$ cat src/rtl/mem_lock_arbiter.sv
// Two-core shared-memory arbiter with a single hardware lock (load-lock / store-unlock).
// Latency: grant registered from IDLE, one or more BUSY cycles until mem_ack, then one RESP cycle with the ack pulse.
// Backpressure: requests wait in IDLE while ineligible or while another operation is in flight; mem_req holds until mem_ack.
module mem_lock_arbiter (
   input  logic        clk,
   input  logic        reset_n,
   input  logic        req0,
   input  logic        req1,
   input  logic [1:0]  op0,
   input  logic [1:0]  op1,
   input  logic [19:0] addr0,
   input  logic [19:0] addr1,
   input  logic [31:0] wdata0,
   input  logic [31:0] wdata1,
   output logic        ack0,
   output logic        ack1,
   output logic [31:0] rdata,
   output logic        mem_req,
   output logic        mem_we,
   output logic [19:0] mem_addr,
   output logic [31:0] mem_wdata,
   input  logic        mem_ack,
   input  logic [31:0] mem_rdata,
   output logic        lock_held,
   output logic        lock_owner
);

   typedef enum logic [1:0] {
      IDLE = 2'd0,
      BUSY = 2'd1,
      RESP = 2'd2
   } state_t;

   localparam logic [1:0] OP_LOAD_LOCK    = 2'b10;
   localparam logic [1:0] OP_STORE_UNLOCK = 2'b11;

   state_t      state_q;
   state_t      state_d;

   // Registered copy of the granted request; the memory side only ever sees these.
   logic        cur_core;
   logic [1:0]  cur_op;
   logic [19:0] cur_addr;
   logic [31:0] cur_wdata;
   logic [31:0] rdata_q;

   // Core preferred on the next contended grant.
   logic        rr_ptr;

   logic        elig0;
   logic        elig1;
   logic        grant_vld;
   logic        grant_core;

   // Eligibility and round-robin selection; lock ops from a non-owner are skipped while the lock is held.
   always_comb begin
      elig0      = req0 && (!op0[1] || !lock_held || (lock_owner == 1'b0));
      elig1      = req1 && (!op1[1] || !lock_held || (lock_owner == 1'b1));
      grant_vld  = elig0 || elig1;
      grant_core = 1'b0;
      if (elig0 && elig1) begin
         grant_core = rr_ptr;
      end else if (elig1) begin
         grant_core = 1'b1;
      end
   end

   // State register.
   always_ff @(posedge clk) begin
      if (!reset_n) begin
         state_q <= IDLE;
      end else begin
         state_q <= state_d;
      end
   end

   // Next-state and output decode; the memory port and acks are pure functions of state and registered request.
   always_comb begin
      state_d   = state_q;
      mem_req   = 1'b0;
      mem_we    = 1'b0;
      ack0      = 1'b0;
      ack1      = 1'b0;
      mem_addr  = cur_addr;
      mem_wdata = cur_wdata;
      rdata     = rdata_q;
      case (state_q)
         IDLE: begin
            if (grant_vld) begin
               state_d = BUSY;
            end
         end
         BUSY: begin
            mem_req = 1'b1;
            mem_we  = cur_op[0];
            if (mem_ack) begin
               state_d = RESP;
            end
         end
         RESP: begin
            ack0    = (cur_core == 1'b0);
            ack1    = (cur_core == 1'b1);
            state_d = IDLE;
         end
         default: begin
            state_d = IDLE;
         end
      endcase
   end

   // Request capture at grant, read-data capture and lock update at memory completion.
   always_ff @(posedge clk) begin
      if (!reset_n) begin
         cur_core   <= 1'b0;
         cur_op     <= 2'b00;
         cur_addr   <= 20'h0;
         cur_wdata  <= 32'h0;
         rdata_q    <= 32'h0;
         rr_ptr     <= 1'b0;
         lock_held  <= 1'b0;
         lock_owner <= 1'b0;
      end else begin
         if ((state_q == IDLE) && grant_vld) begin
            cur_core  <= grant_core;
            cur_op    <= grant_core ? op1 : op0;
            cur_addr  <= grant_core ? addr1 : addr0;
            cur_wdata <= grant_core ? wdata1 : wdata0;
            rr_ptr    <= ~grant_core;
         end
         if ((state_q == BUSY) && mem_ack) begin
            // Stores return zero so a core never sees stale load data on its ack.
            rdata_q <= cur_op[0] ? 32'h0 : mem_rdata;
            if (cur_op == OP_LOAD_LOCK) begin
               lock_held  <= 1'b1;
               lock_owner <= cur_core;
            end else if (cur_op == OP_STORE_UNLOCK) begin
               lock_held  <= 1'b0;
            end
         end
      end
   end

endmodule

$ cat config.mk
export PLATFORM = sky130hd
export DESIGN_NAME = mem_lock_arbiter
export DESIGN_NICKNAME = d
export VERILOG_FILES = /design/src/rtl/mem_lock_arbiter.sv
export SDC_FILE = /design/constraint.sdc
export NUM_CORES = 1
export LEC_CHECK = 0
export CAP_MARGIN = 5
export CORE_MARGIN = 2
export CORE_UTILIZATION = 35
export CTS_BUF_LIST = sky130_fd_sc_hd__clkbuf_16
export DETAILED_ROUTE_END_ITERATION = 7
export MAX_ROUTING_LAYER = met4
export PLACE_DENSITY = 0.82
export SLEW_MARGIN = 40
export SYNTH_ARGS = -nofsm -noshare
export SYNTH_HDL_FRONTEND = slang
export SYNTH_SLANG_ARGS = --single-unit
$ cat constraint.sdc
create_clock -name clk -period 4.18 [get_ports clk]
set_input_delay 0.418 -clock clk [delete_from_list [all_inputs] [get_ports clk]]
set_output_delay 0.418 -clock clk [all_outputs]
set_load 0.02 [all_outputs]
# Word-level counts from Yosys, hierarchy flattened
# Cells that the tools add are included.
# Widths: inputs -> output; s select.
[totals]
reg_bits = 92
input_bits = 145
output_inout_bits = 90
word_cells = 51
[classes]
eq_ne = 6
muxes = 15
bitwise_logic = 3
reduce_logical = 18
[ops]
columns = ["operator", "n"]
rows = [
  ["$mux 32", 2],
  ["$mux 20", 1],
  ["$mux 1", 8],
  ["$eq 2x2->1 const B", 3],
  ["$mux 2", 3],
  ["$reduce_and 2->1", 3],
  ["$logic_and 1x1->1", 5],
  ["$logic_or 1x1->1", 5],
  ["$ne 2x2->1 const B", 2],
  ["$pmux 2 s2", 1],
  ["$logic_not 1->1", 3],
  ["$not 1->1", 3],
  ["$eq 2x1->1 const B", 1],
  ["$logic_not 2->1", 1],
  ["$reduce_bool 2->1", 1],
]

# Depth between registers and ports, before layout
# Gate-level depths: netlist of the first run.
[logic_depth]
depth_word = 7
depth_mapped = 6
depth_no_buf = 4

# Worst setup path before layout of the first run
# OpenSTA, ideal clock, no wires.
[synth_path]
path_kind = "register to register"
startpoint = "reg lock_held"
endpoint = "reg cur_addr[0] (netlist: mem_addr[0])"
setup_time_ns = 0.128
arrival_ns = 1.438
required_time_ns = 4.052
setup_slack_ns = 2.614
stages_incl_launch_ff = 7
n_path_buf = 2
period_less_slack_ns = 1.566
path_cell_list = "dfxtp_1 -> and3_4 -> nor4_2 -> buf_4 -> buf_2 -> o31ai_1 -> a31oi_2"
[synth_via]
elab_chain_len = 7
word_cells_on_any_way = 13
classes_between = "3 x mux; 10 x reduce/logical"
[synth_rtl]
columns = ["element", "line_no", "source"]
rows = [
  ["from (decl)", "24", "output logic lock_held,"],
  ["from (signal assigned)", "120", "lock_held <= 1'b0;"],
  ["from (signal assigned)", "134", "lock_held <= 1'b1;"],
  ["from (signal assigned)", "137", "lock_held <= 1'b0;"],
  ["$logic_not 1->1 *", "57, 58", ""],
  ["$logic_or 1x1->1 (on tied branches) (2 in a row)", "58, 57", ""],
  ["$logic_and 1x1->1 (on tied branches)", "58, 57", ""],
  ["$mux 1 or $logic_and 1x1->1 (tied branches)", "63, 61", ""],
  ["$mux 1", "61", "if (elig0 && elig1) begin"],
  ["$mux 20", "126", "cur_addr <= grant_core ? addr1 : addr0;"],
  ["to (signal assigned)", "126", ""],
  ["to (decl)", "43", "logic [19:0] cur_addr;"],
]
# Mark *: on every way between the ends. The rest lies on a longest branch, timed or not.
# A chain may end at the register's enable or synchronous reset.

# Worst setup path after layout of the first run
[layout_path]
startpoint = "reg state_q[0]"
endpoint = "out mem_we"
[layout_via]
elab_chain_len = 2
[layout_rtl]
columns = ["element", "line_no", "source"]
rows = [
  ["from (decl)", "37", "state_t state_q;"],
  ["from (signal assigned)", "73", "state_q <= state_d;"],
  ["$eq 2x1->1", "87", "case (state_q)"],
  ["$mux 1", "87", ""],
  ["to (decl)", "19", "output logic mem_we,"],
]
# No other way between the ends.

==> out/qor.csv, run 1 <==
metric,value,unit
crit_path_end_kind,output pin,
drive_above_1_share,13.2,%
hold_class,in -> reg,
reg2reg_depth,5,
fmax,440,MHz
synth_nets,558,
final-hold-violation-count,0,
diodes,0,
rsz0062_at_grt,false,
via_count,4072,
grtUsageTotal,21.0,%
drc,0,
place.gp.congestion,0.791,
rr_endpoint,mem_wdata[13],
cts_hold_buf,0,
numCtsBuffers,9,
initial_core_util,35.9,%
grt_max_degree,61,
synthArstFlopShare,0,%
syn-cell-area,4120,um2
wl_per_cell,17.0,um
antenna_left,0,
nets,767,
netlist.area_leader.share,44.8,%
synth_compound_area_share,34.6,%
p_leak,2.51,nW
cts_root_buf,clkbuf_16,
hold_depth,2,
path_class,reg -> out,
drt_iter0_drc,240,
cp-start-kind,flop,
postCtsResizedCells,0,
pwr_density_cell,375,nW/um2
synth.mux.area_fraction,0,%
fin_util,58.8,%
netlist_top_cells_count,"109 x nand2_1, 92 x dfxtp_1, 54 x o31ai_1",
die_w,112,um
ys_ff_latch,92,
synthTopCellsByArea,"dfxtp_1 45%, a31oi_2 15%, nand2_1 9.9%",
synth_xor_area_share,0,%
syn_avg_cell_area,9.96,um2
critPathMaxFanout,7,
first_pass_iters,5,
yosys_warnings,0,
r2r_start,lock_held,
setup_violations,0,
synth.largest_area_cell,dfxtp_1,
dieArea,12600,um2
clkTransAtPathRegs,0.07,ns
outcome,"complete, no violations",
cts_tree,yes,
synth_top_family_by_area,compound AO/OA/AOI/OAI gates,
yosys_most_used_dff,dfxtp_1,
cp.arrival,1.86,ns
fill_cells,948,
hold_end,state_q[1],
worst_slew_pin_slew,0.729,ns
yosys.area_share.simple,13.7,%
postSynthCellCount,413,
slew_headroom,51.3,%
pin_count,235,
antenna_found_initial,0,
cts_max_level,3,
clockBufferDepth,2,
cts_setup_buffers,0,
vias_per_cell,5.29,
drv_cap,0,
synth_edf_count,0,
ir_drop,0.323,mV
finClkSkew,0.00713,ns
grt_pass1_vias,4189,
min_period_over_period,54.4,%
num_rows,39,
synth_fa_ha_area_share,0,%
fin_setup_tns,0,ns
die_h,112,um
regToRegSetupSlack,2.19,ns
synth.most_common_cell,nand2_1,
core,11500,um2
grt_pass1_wl,20.9,mm
dp_hpwl,9.20,mm
grt_overflow,0,
synth_cell_type_count,33,
drv_slew,0,
worstPathRequired,3.76,ns
fin_crit,2.27,ns
io_buffer_count,234,
hold_start,reset_n,
routed_wl,13.1,mm
worstSkewPairLatency,0.34,ns
syn_to_final_growth,63.9,%
ys_seq_area_share,44.8,%
clock_sinks,92,
cells in the final DEF, fill, tap and decap left out, types with 2 or more instances in the layout:
cell             Yosys  layout
clkdlybuf4s50_1      0     233
nand2_1            109     109
dfxtp_1             92      92
o31ai_1             54      54
a31oi_2             50      50
a22o_1              32      32
clkbuf_16            0       9
buf_4                8       6
a31oi_1              4       4
o21a_1               3       3
and2_1               2       2
nor3b_1              2       2
nor2_1               2       2
clkinvlp_4           0       2
clkinv_4             0       2
registers in the layout (all words and copies together), names as in the netlist:
| signal | flops |
|---|---|
| mem_wdata | 32 |
| cur_core | 1 |
| lock_owner | 1 |
| rdata | 32 |
| rr_ptr | 1 |
| cur_op | 2 |
| state_q | 2 |
| mem_addr | 20 |
| lock_held | 1 |
final cells by class:
class	count	area, um2	share of cell area (%)
flip-flops and latches	92	1840	27.3
multi-input cells	277	2020	29.9
repair buffers	241	2400	35.6
inverters	1	3.75	0.0557
well taps	143	179	2.65
clock buffers	9	225	3.34
clock inverters	7	75.1	1.11
report_power, final:
group	leakage, nW	switching [mW]	total, mW	internal [mW]
Combinational	1.61	0.346	0.700	0.354
Sequential	0.758	0.0520	1.01	0.960
Clock	0.140	0.352	0.818	0.465
stage by stage:
step,instance area (um2),hold WS [ns],setup slack (ns),std cells,power (mW)
3_5_place_dp,6440,0.463,1.68,754,1.73
5_1_grt,6740,0.363,1.80,770,2.64
2_1_floorplan,4120,0.459,2.61,413,1.39
6_report,6740,0.347,1.91,770,2.53
3_3_place_gp,6410,0.460,1.72,753,1.71
4_1_cts,6740,0.327,1.89,770,2.55
worst max-delay path by stage:
stage                           from       endpoint  slack, ns  cells after the start
after global routing      state_q[0]         mem_we       1.80                      3
after floorplan            lock_held    mem_addr[0]       2.61                      6
final                     state_q[0]         mem_we       1.91                      3
after CTS                 state_q[0]         mem_we       1.89                      3
after global placement        op0[1]  mem_wdata[15]       1.72                      5
after detailed placement      op0[1]  mem_wdata[13]       1.68                      6
routing by layer:
layer | part of all wire [%] | vias up | GRT usage [%]
met1 | 42 | 1941 | 24.2
met2 | 50 | 176 | 36.4
met4 | 1.4 | 0 | 7.15
met5 | 0 | - | -
li1 | - | 1941 | -
met3 | 6.4 | 14 | 4.21
kinds of logic (layout without fill, tap and decap cells):
family | count (synthesis) | count (layout)
buf+inv | 44 | 258
compound gates | 149 | 149
flops | 92 | 92
simple gates | 128 | 128
worst max-delay path: stages (launching register included):
cell,delay [ns]
dfxtp_1,0.50
nor2b_4,0.26
and2_1,0.14
clkdlybuf4s50_1,0.61
No activity file was read; power rests on OpenSTA's default activity.
==> inputs of run 2 (changes only) <==
==> constraint.sdc (replaced) <==
create_clock -name clk -period 2.3 [get_ports clk]
set_input_delay 0.23 -clock clk [delete_from_list [all_inputs] [get_ports clk]]
set_output_delay 0.23 -clock clk [all_outputs]
set_load 0.02 [all_outputs]
==> run 2 against run 1 <==
Sequential power is 82% higher. Routed wire length is 0.88% lower. Worst hold slack worse by 0.16 ns. Critical path type unchanged. Critical endpoint unchanged. Highest routed layer unchanged.
==> out/qor.csv, run 2 (synthesis gave the netlist of run 1 again) <==
metric,value,unit
vias_per_cell,5.29,
clockBufferDepth,2,
diodes,0,
finClkSkew,0.00896,ns
first_pass_iters,4,
critPathMaxFanout,7,
routed_wl,13.0,mm
worstSkewPairLatency,0.34,ns
cp-start-kind,flop,
drv_cap,0,
finalWorstSetupSlack,0.219,ns
numCtsBuffers,9,
setup_violations,0,
regToRegSetupSlack,0.32,ns
grtUsageTotal,20.5,%
final_common_cell,clkdlybuf4s50_1,
path_class,reg -> out,
cts_setup_buffers,0,
antenna_left,0,
num_rows,39,
grt_pass1_wl,20.3,mm
cts_tree,yes,
r2r_start,state_q[1],
outcome,"complete, no violations",
dp_slack,0.115,ns
nets,772,
syn_to_final_growth,64.3,%
hold_class,in -> reg,
rr_endpoint,mem_wdata[18],
postCtsResizedCells,0,
worst_slew_pin_slew,0.628,ns
pwr_density_cell,673,nW/um2
die_w,112,um
final-hold-violation-count,0,
io_buffer_count,234,
clock_sinks,92,
initial_core_util,35.9,%
fmax,481,MHz
slew_headroom,58.1,%
cp.arrival,1.85,ns
grt_max_degree,60,
cts_hold_buf,0,
worstSetupEndpoint,mem_we,
crit_path_end_kind,output pin,
total_power,4.55,mW
wl_per_cell,16.7,um
fin_setup_tns,0,ns
p_leak,2.54,nW
worstPathRequired,2.07,ns
cts_root_buf,clkbuf_16,
pin_count,235,
cts_max_level,3,
clkTransAtPathRegs,0.07,ns
drc,0,
place.gp.congestion,0.772,
core,11500,um2
fin_crit,2.08,ns
antenna_found_initial,0,
via_count,4096,
reg2reg_depth,5,
startpoint,state_q[0],
grt_overflow,0,
drive_above_1_share,13.9,%
ir_drop,0.595,mV
grt_pass1_vias,4107,
rsz0062_at_grt,false,
drv_slew,0,
dp_hpwl,9.39,mm
mostFrequentLayoutCells,"233 x clkdlybuf4s50_1, 109 x nand2_1, 92 x dfxtp_1",
drt_iter0_drc,212,
die_h,112,um
min_period_over_period,90.5,%
dieArea,12600,um2
[run 2: changes by cell type in the layout (fill, tap and decap cells not counted), sizes merged]
cell / before / now
buf: 8 / 13
bufinv: 1 / 0
clkinvlp: 2 / 1
clkinv: 3 / 2
inv: 2 / 5
[run 2: final cells by class]
cell class / instances / area [um2]
flip-flops and latches: 92 / 1840
fillers: 983 / 4710
repair buffers: 246 / 2440
clock buffers: 9 / 225
multi-input cells: 277 / 2010
well taps: 143 / 179
clock inverters: 7 / 65.1
inverters: 1 / 3.75
[run 2: worst min-delay path by stage]
stage | from | to | slack, ns | cells after the start
6_report | reset_n | state_q[1] | 0.19 | 2
4_1_cts | reset_n | state_q[1] | 0.18 | 2
5_1_grt | reset_n | state_q[1] | 0.18 | 2
2_1_floorplan | mem_rdata[0] | rdata[0] | 0.36 | 1
3_3_place_gp | rdata[7] | rdata[7] | 0.46 | 1
3_5_place_dp | rdata[28] | rdata[28] | 0.46 | 1
[run 2: worst max-delay path, stage by stage (launching register included)]
cell and delay, ns:
dfxtp_1 0.50, nor2b_4 0.26, and2_1 0.14, clkdlybuf4s50_1 0.62
[run 2: per-stage QoR]
stage	hold slack (ns)	instances	util (%)	instance area, um2
after global routing	0.185	775	59.0	6760
final	0.189	775	59.0	6760
after detailed placement	0.463	759	56.4	6470
after global placement	0.461	759	56.4	6470
after floorplan	0.356	413	-	4120
after CTS	0.178	775	59.0	6760
[run 2: power by group]
part,switching (mW),internal [mW],total [mW]
registers,0.0964,1.74,1.84
clock network,0.673,0.759,1.43
logic,0.627,0.648,1.28
total,1.40,3.15,4.55
[run 2: per-layer routing]
layer / GRT usage [%] / vias to the layer above / share of wire, %
li1: - / 1953 / -
met1: 23.6 / 1963 / 42
met2: 35.4 / 159 / 50
met3: 4.21 / 21 / 5.5
met4: 7.32 / 0 / 1.8
met5: - / - / 0
==> inputs of run 3 (changes only) <==
--- a/config.mk
+++ b/config.mk
@@ -6,7 +6,7 @@
 export NUM_CORES = 1
 export LEC_CHECK = 0
 export CAP_MARGIN = 5
-export CORE_MARGIN = 2
+export CORE_MARGIN = 5
 export CORE_UTILIZATION = 35
 export CTS_BUF_LIST = sky130_fd_sc_hd__clkbuf_16
 export DETAILED_ROUTE_END_ITERATION = 7
==> run 3 against run 2 <==
Routed wire length grew 5.3%. Global-route usage shrank 1.0 points. Non-clock buffer count is the same. Clock skew grew 0.00066 ns. Critical path depth is the same. Die area grew 11%. Worst hold slack gained 0.0078 ns.
==> out/qor.csv, run 3 (synthesis gave the netlist of run 1 again) <==
metric,value,unit
outcome,"complete, no violations",
cts_max_level,3,
grt_pass1_wl,22.0,mm
setup_violations,0,
critPathMaxFanout,7,
die_h,118,um
clkTransAtPathRegs,0.06,ns
fin_setup_tns,0,ns
cts_setup_buffers,0,
cts_tree,yes,
cts_hold_buf,0,
grtUsageTotal,19.5,%
io_buffer_count,234,
routed_wl,13.6,mm
antenna_left,0,
slew_headroom,57.1,%
first_pass_iters,4,
grt_max_degree,60,
numCtsBuffers,9,
fmax,462,MHz
p_leak,2.56,nW
crit_path_end_kind,output pin,
drv_cap,0,
cp-start-kind,flop,
drt_iter0_drc,225,
diodes,0,
fin_crit,2.17,ns
final_cell_area,6790,um2
via_count,4059,
pwr_density_cell,686,nW/um2
placed_cell_area,6470,um2
wl_per_cell,17.6,um
drive_above_1_share,13.5,%
dp_hpwl,10.1,mm
dp_slack,0.227,ns
pin_count,235,
hold_depth,2,
mostFrequentLayoutCells,"233 x clkdlybuf4s50_1, 109 x nand2_1, 92 x dfxtp_1",
drc,0,
antenna_found_initial,0,
grt_pass1_vias,4315,
die_w,118,um
final_common_cell,clkdlybuf4s50_1,
core,11500,um2
stdcell_count,774,
drv_slew,0,
initial_core_util,35.9,%
worst_slew_pin_slew,0.644,ns
ir_drop,0.595,mV
clockBufferDepth,2,
final-hold-violation-count,0,
num_rows,39,
min_period_over_period,94.2,%
cp.arrival,1.94,ns
finClkSkew,0.00962,ns
clock_sinks,92,
grt_overflow,0,
worstSkewPairLatency,0.34,ns
place.gp.congestion,0.860,
nets,772,
place_inst,758,
path_class,reg -> out,
reg2reg_depth,5,
rsz0062_at_grt,false,
postCtsResizedCells,0,
hold_class,in -> reg,
vias_per_cell,5.24,
finalWorstSetupSlack,0.134,ns
dieArea,14000,um2
worstPathRequired,2.07,ns
cts_root_buf,clkbuf_16,
syn_to_final_growth,65.0,%
==> run 3: final cells by class <==
cell class              instances  area [um2]
well taps                     143         179
flip-flops and latches         92        1840
clock inverters                 6        81.3
inverters                       1        3.75
multi-input cells             277        2010
repair buffers                246        2450
clock buffers                   9         225
fillers                       953        4680
==> run 3: where the power goes <==
group          leakage (nW)  internal, mW  total [mW]  switching, mW
registers             0.758          1.75        1.84         0.0948
logic                  1.64         0.653        1.29          0.632
clock network         0.154         0.938        1.53          0.595
==> run 3: through the flow <==
step | util (%) | total power [mW] | hold slack (ns)
after floorplan | - | 2.53 | 0.356
after global routing | 59.2 | 4.88 | 0.186
final | 59.2 | 4.66 | 0.196
after global placement | 56.4 | 3.13 | 0.460
after CTS | 59.1 | 4.71 | 0.179
after detailed placement | 56.4 | 3.16 | 0.463
==> run 3: final timing paths <==
check / start / endpoint / slack (ns)
max: state_q[0] / mem_we / 0.13
min: reset_n / state_q[1] / 0.20
max reg2reg: lock_held / mem_wdata[5] / 0.49
min reg2reg: rdata[10] / rdata[10] / 0.48
==> run 3: worst max-delay path, cell delays in order, from the launching register on <==
cell             delay, ns
dfxtp_1               0.50
nor2b_4               0.29
and2_1                0.16
clkdlybuf4s50_1       0.65
==> run 3: layer usage <==
layer / vias up / global-route usage [%] / share of wire, % / wire [um]
li1: 1950 / - / - / -
met5: - / - / 0 / 0
met4: 0 / 7.44 / 2.4 / 332
met1: 1899 / 23.0 / 42 / 5670
met3: 27 / 4.63 / 7.1 / 968
met2: 183 / 32.2 / 49 / 6670
==> variant 1 (flow settings as in run 3) <==
Encoding of `state_t`: now one-hot (3 bits for 3 states).
--- a/src/rtl/mem_lock_arbiter.sv
+++ b/src/rtl/mem_lock_arbiter.sv
@@ -26,8 +26,8 @@
 );
 
-   typedef enum logic [1:0] {
-      IDLE = 2'd0,
-      BUSY = 2'd1,
-      RESP = 2'd2
+   typedef enum logic [2:0] {
+      IDLE = 3'b001,
+      BUSY = 3'b010,
+      RESP = 3'b100
    } state_t;
 
Function: no difference found for any inputs over 10 cycles, from zero or initial values and one cycle with reset_n low; not proved beyond that.
==> variant 1 against run 3 <==
- worst setup slack better by 54 ps
- final cell count increased by 5.9%
- clock skew is 3.3 ps lower
- largest power group unchanged
- sequential cell count rose by 1
- area after synthesis up 5.0%
- power increased by 5.4%
- critical path depth increased by 1
- clock power about the same
- cell area grew 5.9%
- routed wire length is 5.6% higher
==> variant 1: results (changes against run 3) <==
outcome=complete, no violations (unchanged); met3 WL post-DR=1.29 mm (was 968 um); routed vias=4132 (was 4059); YS warnings=0 (unchanged); length of routed met2 wiring=7.38 mm (was 6.67 mm); Max VDD drop=400 uV (was 595 uV); largest buffer count on any clock path=2 (unchanged); final net count=792 (was 772); Pwr Total=4910 uW (was 4660 uW); Post-CTS Setup Bufs=0 (unchanged); fillers=993 (was 953); Num CTS Buffers=9 (unchanged); number of global-route vias before repair=4301 (was 4315); grt met3 use=6.48% (was 4.63%); drt pass-1 iters=4 (unchanged); Top FF cell, synth=dfxtp_1 (unchanged); Resized cells post-CTS=0 (unchanged); crit-path max cell delay=620 ps (was 650 ps); 1st-iter DRT viols=233 (was 225); met2 usage=34.5% (was 32.2%); Reg clk slew, reported paths=60 ps (about the same); Net Switching=1410 uW (was 1320 uW); Setup Skew=6.28 ps (was 9.62 ps); largest net degree at the start of global routing=56 (was 60); layout cells sized above 1=12.0% (was 13.5%); synth cell count leaders=93 x dfxtp_1, 88 x a21oi_1, 56 x mux2i_1 (was 109 x nand2_1, 92 x dfxtp_1, 54 x o31ai_1); root buffer cell=clkbuf_16 (unchanged); H-tree Lvls=3 (unchanged); initial antenna violation count=0 (unchanged); crit path max-delay cell type=clkdlybuf4s50_1 (unchanged); CP arrival=1880 ps (was 1940 ps); Synth area leaders=dfxtp_1 43%, mux2i_1 13%, a211oi_2 12% (was dfxtp_1 45%, a31oi_2 15%, nand2_1 9.9%); metal1 wirelength=5.51 mm (was 5.67 mm); Pleak=0.00271 uW (was 0.00256 uW); GRT Util Overall=19.3% (was 19.5%); first-pass GRT wire length=22.0 mm (about the same); Worst Tran Pin Value=354 ps (was 644 ps); Async S/R FF share, synth=0% (unchanged); sequential cell area fraction in the yosys report=43.1% (was 44.8%); post-synthesis net count=573 (was 558); post-synth cell types=30 (was 33); crit-path leading delay family=buffers and inverters (unchanged); HPWL after DPL=10.8 mm (was 10.1 mm); # diodes=0 (unchanged); Post-Route WL=14.4 mm (was 13.6 mm); GR Util met1=20.6% (was 23.0%); hold crit path type=flop to flop (was input port to flop); RD Place Congestion=0.748 (was 0.860); Max FO, Critical Path=7 (unchanged)
variant 1: changes by cell type in the layout (fill, tap and decap cells not counted), sizes merged, moves of 4 or more:
cell	before	now
nand2	109	35
a211oi	0	54
mux2i	0	56
buf	13	17
a22o	32	0
a31oi	54	0
a21oi	0	88
nand3b	1	35
o31ai	54	0
variant 1: power by group through the flow:
stage | Sequential [uW] | Combinational (uW) | Clock [uW]
5_1_grt | 1890 | 1610 | 1650
3_3_place_gp | 1900 | 1490 | 0
3_5_place_dp | 1900 | 1530 | 0
4_1_cts | 1870 | 1530 | 1580
2_1_floorplan | 2060 | 641 | 0
6_report | 1870 | 1510 | 1530
variant 1: layout make-up:
| type | instances | share of cell area [%] |
|---|---|---|
| timing repair buffer | 251 | 35.9 |
| multi-input combinational | 290 | 30.9 |
| tap | 168 | 2.92 |
| sequential | 93 | 25.9 |
| inverter | 2 | 0.122 |
| clock buffer | 9 | 3.13 |
| clock inverter | 7 | 1.13 |
variant 1: stage by stage:
step	setup slack, ps	cell area (sq um)	instances	hold slack (ps)
after floorplan	446	4320	428	348
after global placement	209	6880	804	439
after detailed placement	168	6880	804	448
after CTS	45.2	7190	820	454
after global routing	2.97	7190	820	465
final	188	7190	820	452
variant 1: path summary, 6_finish.rpt:
kind / startpoint / endpoint / slack, ps / cells after the start
setup reg to reg: lock_held / mem_addr[0] / 520 / 6
hold reg to reg: rdata[9] / rdata[9] / 450 / 2
hold / removal: rdata[9] / rdata[9] / 450 / 2
setup / recovery: state_q[2] / mem_we / 190 / 4
variant 1: cells by family after synthesis:
logic type	count (synthesis)	synth area share, %
multiplexers	56	13.0
buffers and inverters	45	6.37
AO/OA/AOI/OAI	146	25.2
AND/OR/NAND/NOR	88	12.4
flip-flops	93	43.1
==> variant 2 (config.mk and constraints of run 3) <==
Without the edit above. Reset style: asynchronous (`reset_n`), changed in 2 clocked blocks.
--- a/src/rtl/mem_lock_arbiter.sv
+++ b/src/rtl/mem_lock_arbiter.sv
@@ -67,5 +67,5 @@
 
    // State register.
-   always_ff @(posedge clk) begin
+   always_ff @(posedge clk or negedge reset_n) begin
       if (!reset_n) begin
          state_q <= IDLE;
@@ -110,5 +110,5 @@
 
    // Request capture at grant, read-data capture and lock update at memory completion.
-   always_ff @(posedge clk) begin
+   always_ff @(posedge clk or negedge reset_n) begin
       if (!reset_n) begin
          cur_core   <= 1'b0;
Function: differs if reset_n is asserted again (counterexample within 4 cycles, from zero or initial values and one cycle with reset_n low); with reset_n held inactive, the same outputs for 10 cycles.
==> variant 2 against run 3 <==
- area after synthesis grew 2.4%
- worst setup slack better by 96 ps
- highest routed layer unchanged
- synthesized cell count down 2.9%
- sequential cell count stayed put
- cell area grew 1.8%
- register-to-register slack gained 70 ps
- routed wire length fell by 14%
Power is not compared: it rests on default switching activity, and its combinational part moved more than twofold at a synthesized area within 25%.
==> variant 2: results (changes against run 3) <==
GRT Util Overall=17.1% (was 19.5%); Non-CTS buffers=242 (was 246); register share of the cell area=33.3% (was 27.1%); DR WL/cell=15.1 um (was 17.6 um); GR Util met1=19.2% (was 23.0%); post-synthesis net count=546 (was 558); Placed Cells=761 (was 758); metal1 wirelength=4.74 mm (was 5.67 mm); mux share of post-synthesis cell area=13.4% (was 0%); post-synth cell types=27 (was 33); Top FF cell, synth=dfrtp_1 (was dfxtp_1); invs w/o clock=3 (was 1); sequential cell area fraction in the yosys report=54.6% (was 44.8%); reg2reg end=mem_addr[10] (was mem_wdata[5]); Max FO, Critical Path=5 (was 7); post-synthesis compound-gate area fraction=12.3% (was 34.6%); grt met3 use=5.04% (was 4.63%); layout cells sized above 1=5.55% (was 13.5%); YS warnings=0 (unchanged); routed vias=3604 (was 4059); met3 WL post-DR=926 um (was 968 um); multi-input combinational area share=24.6% (was 29.6%); clk tree area frac=3.75% (was 4.51%); final net count=771 (was 772); outcome=complete, no violations (unchanged); Cells after Synth=401 (was 413); Area after DPL=6640 sq um (was 6470 sq um); comb_multi_in=278 (was 277); RD Place Congestion=0.721 (was 0.860); buffer share of cell area=35.5% (was 36.0%); Synth area leaders=dfrtp_1 55%, mux2i_1 13%, nand2_1 7.8% (was dfxtp_1 45%, a31oi_2 15%, nand2_1 9.9%); non-filler instance count after layout=778 (was 774); largest net degree at the start of global routing=78 (was 60); Avg Inst Size Synth=10.5 sq um (was 9.96 sq um); first-pass GRT wire length=19.1 mm (was 22.0 mm); 1st-iter DRT viols=130 (was 225); hold crit path type=input port to async pin (was input port to flop)
[variant 2: changes by cell type after synthesis, moves of 8 or more]
cell | before | now
o21ai_0 | 1 | 24
mux2i_1 | 0 | 54
o31ai_1 | 54 | 0
a31oi_2 | 50 | 0
dfrtp_1 | 0 | 92
buf_2 | 18 | 9
o21ai_1 | 0 | 56
dfxtp_1 | 92 | 0
a22o_1 | 32 | 0
nand2b_1 | 0 | 32
o21ai_2 | 0 | 8
nand2_1 | 109 | 88
[variant 2: critical path, stage by stage, from the launching register on]
cell and delay [ps]:
dfrtp_1 430, and2b_1 310, and2_1 150, clkdlybuf4s50_1 630
[variant 2: worst max-delay path by stage]
stage	from	end	slack, ps	cells past startpoint
floorplan	lock_owner	mem_wdata[10]	660	6
global placement	op0[1]	mem_wdata[11]	330	6
detailed placement	op0[1]	mem_wdata[11]	270	6
CTS	state_q[1]	mem_we	210	3
global route	state_q[1]	mem_we	140	3
finish	state_q[1]	mem_we	230	3
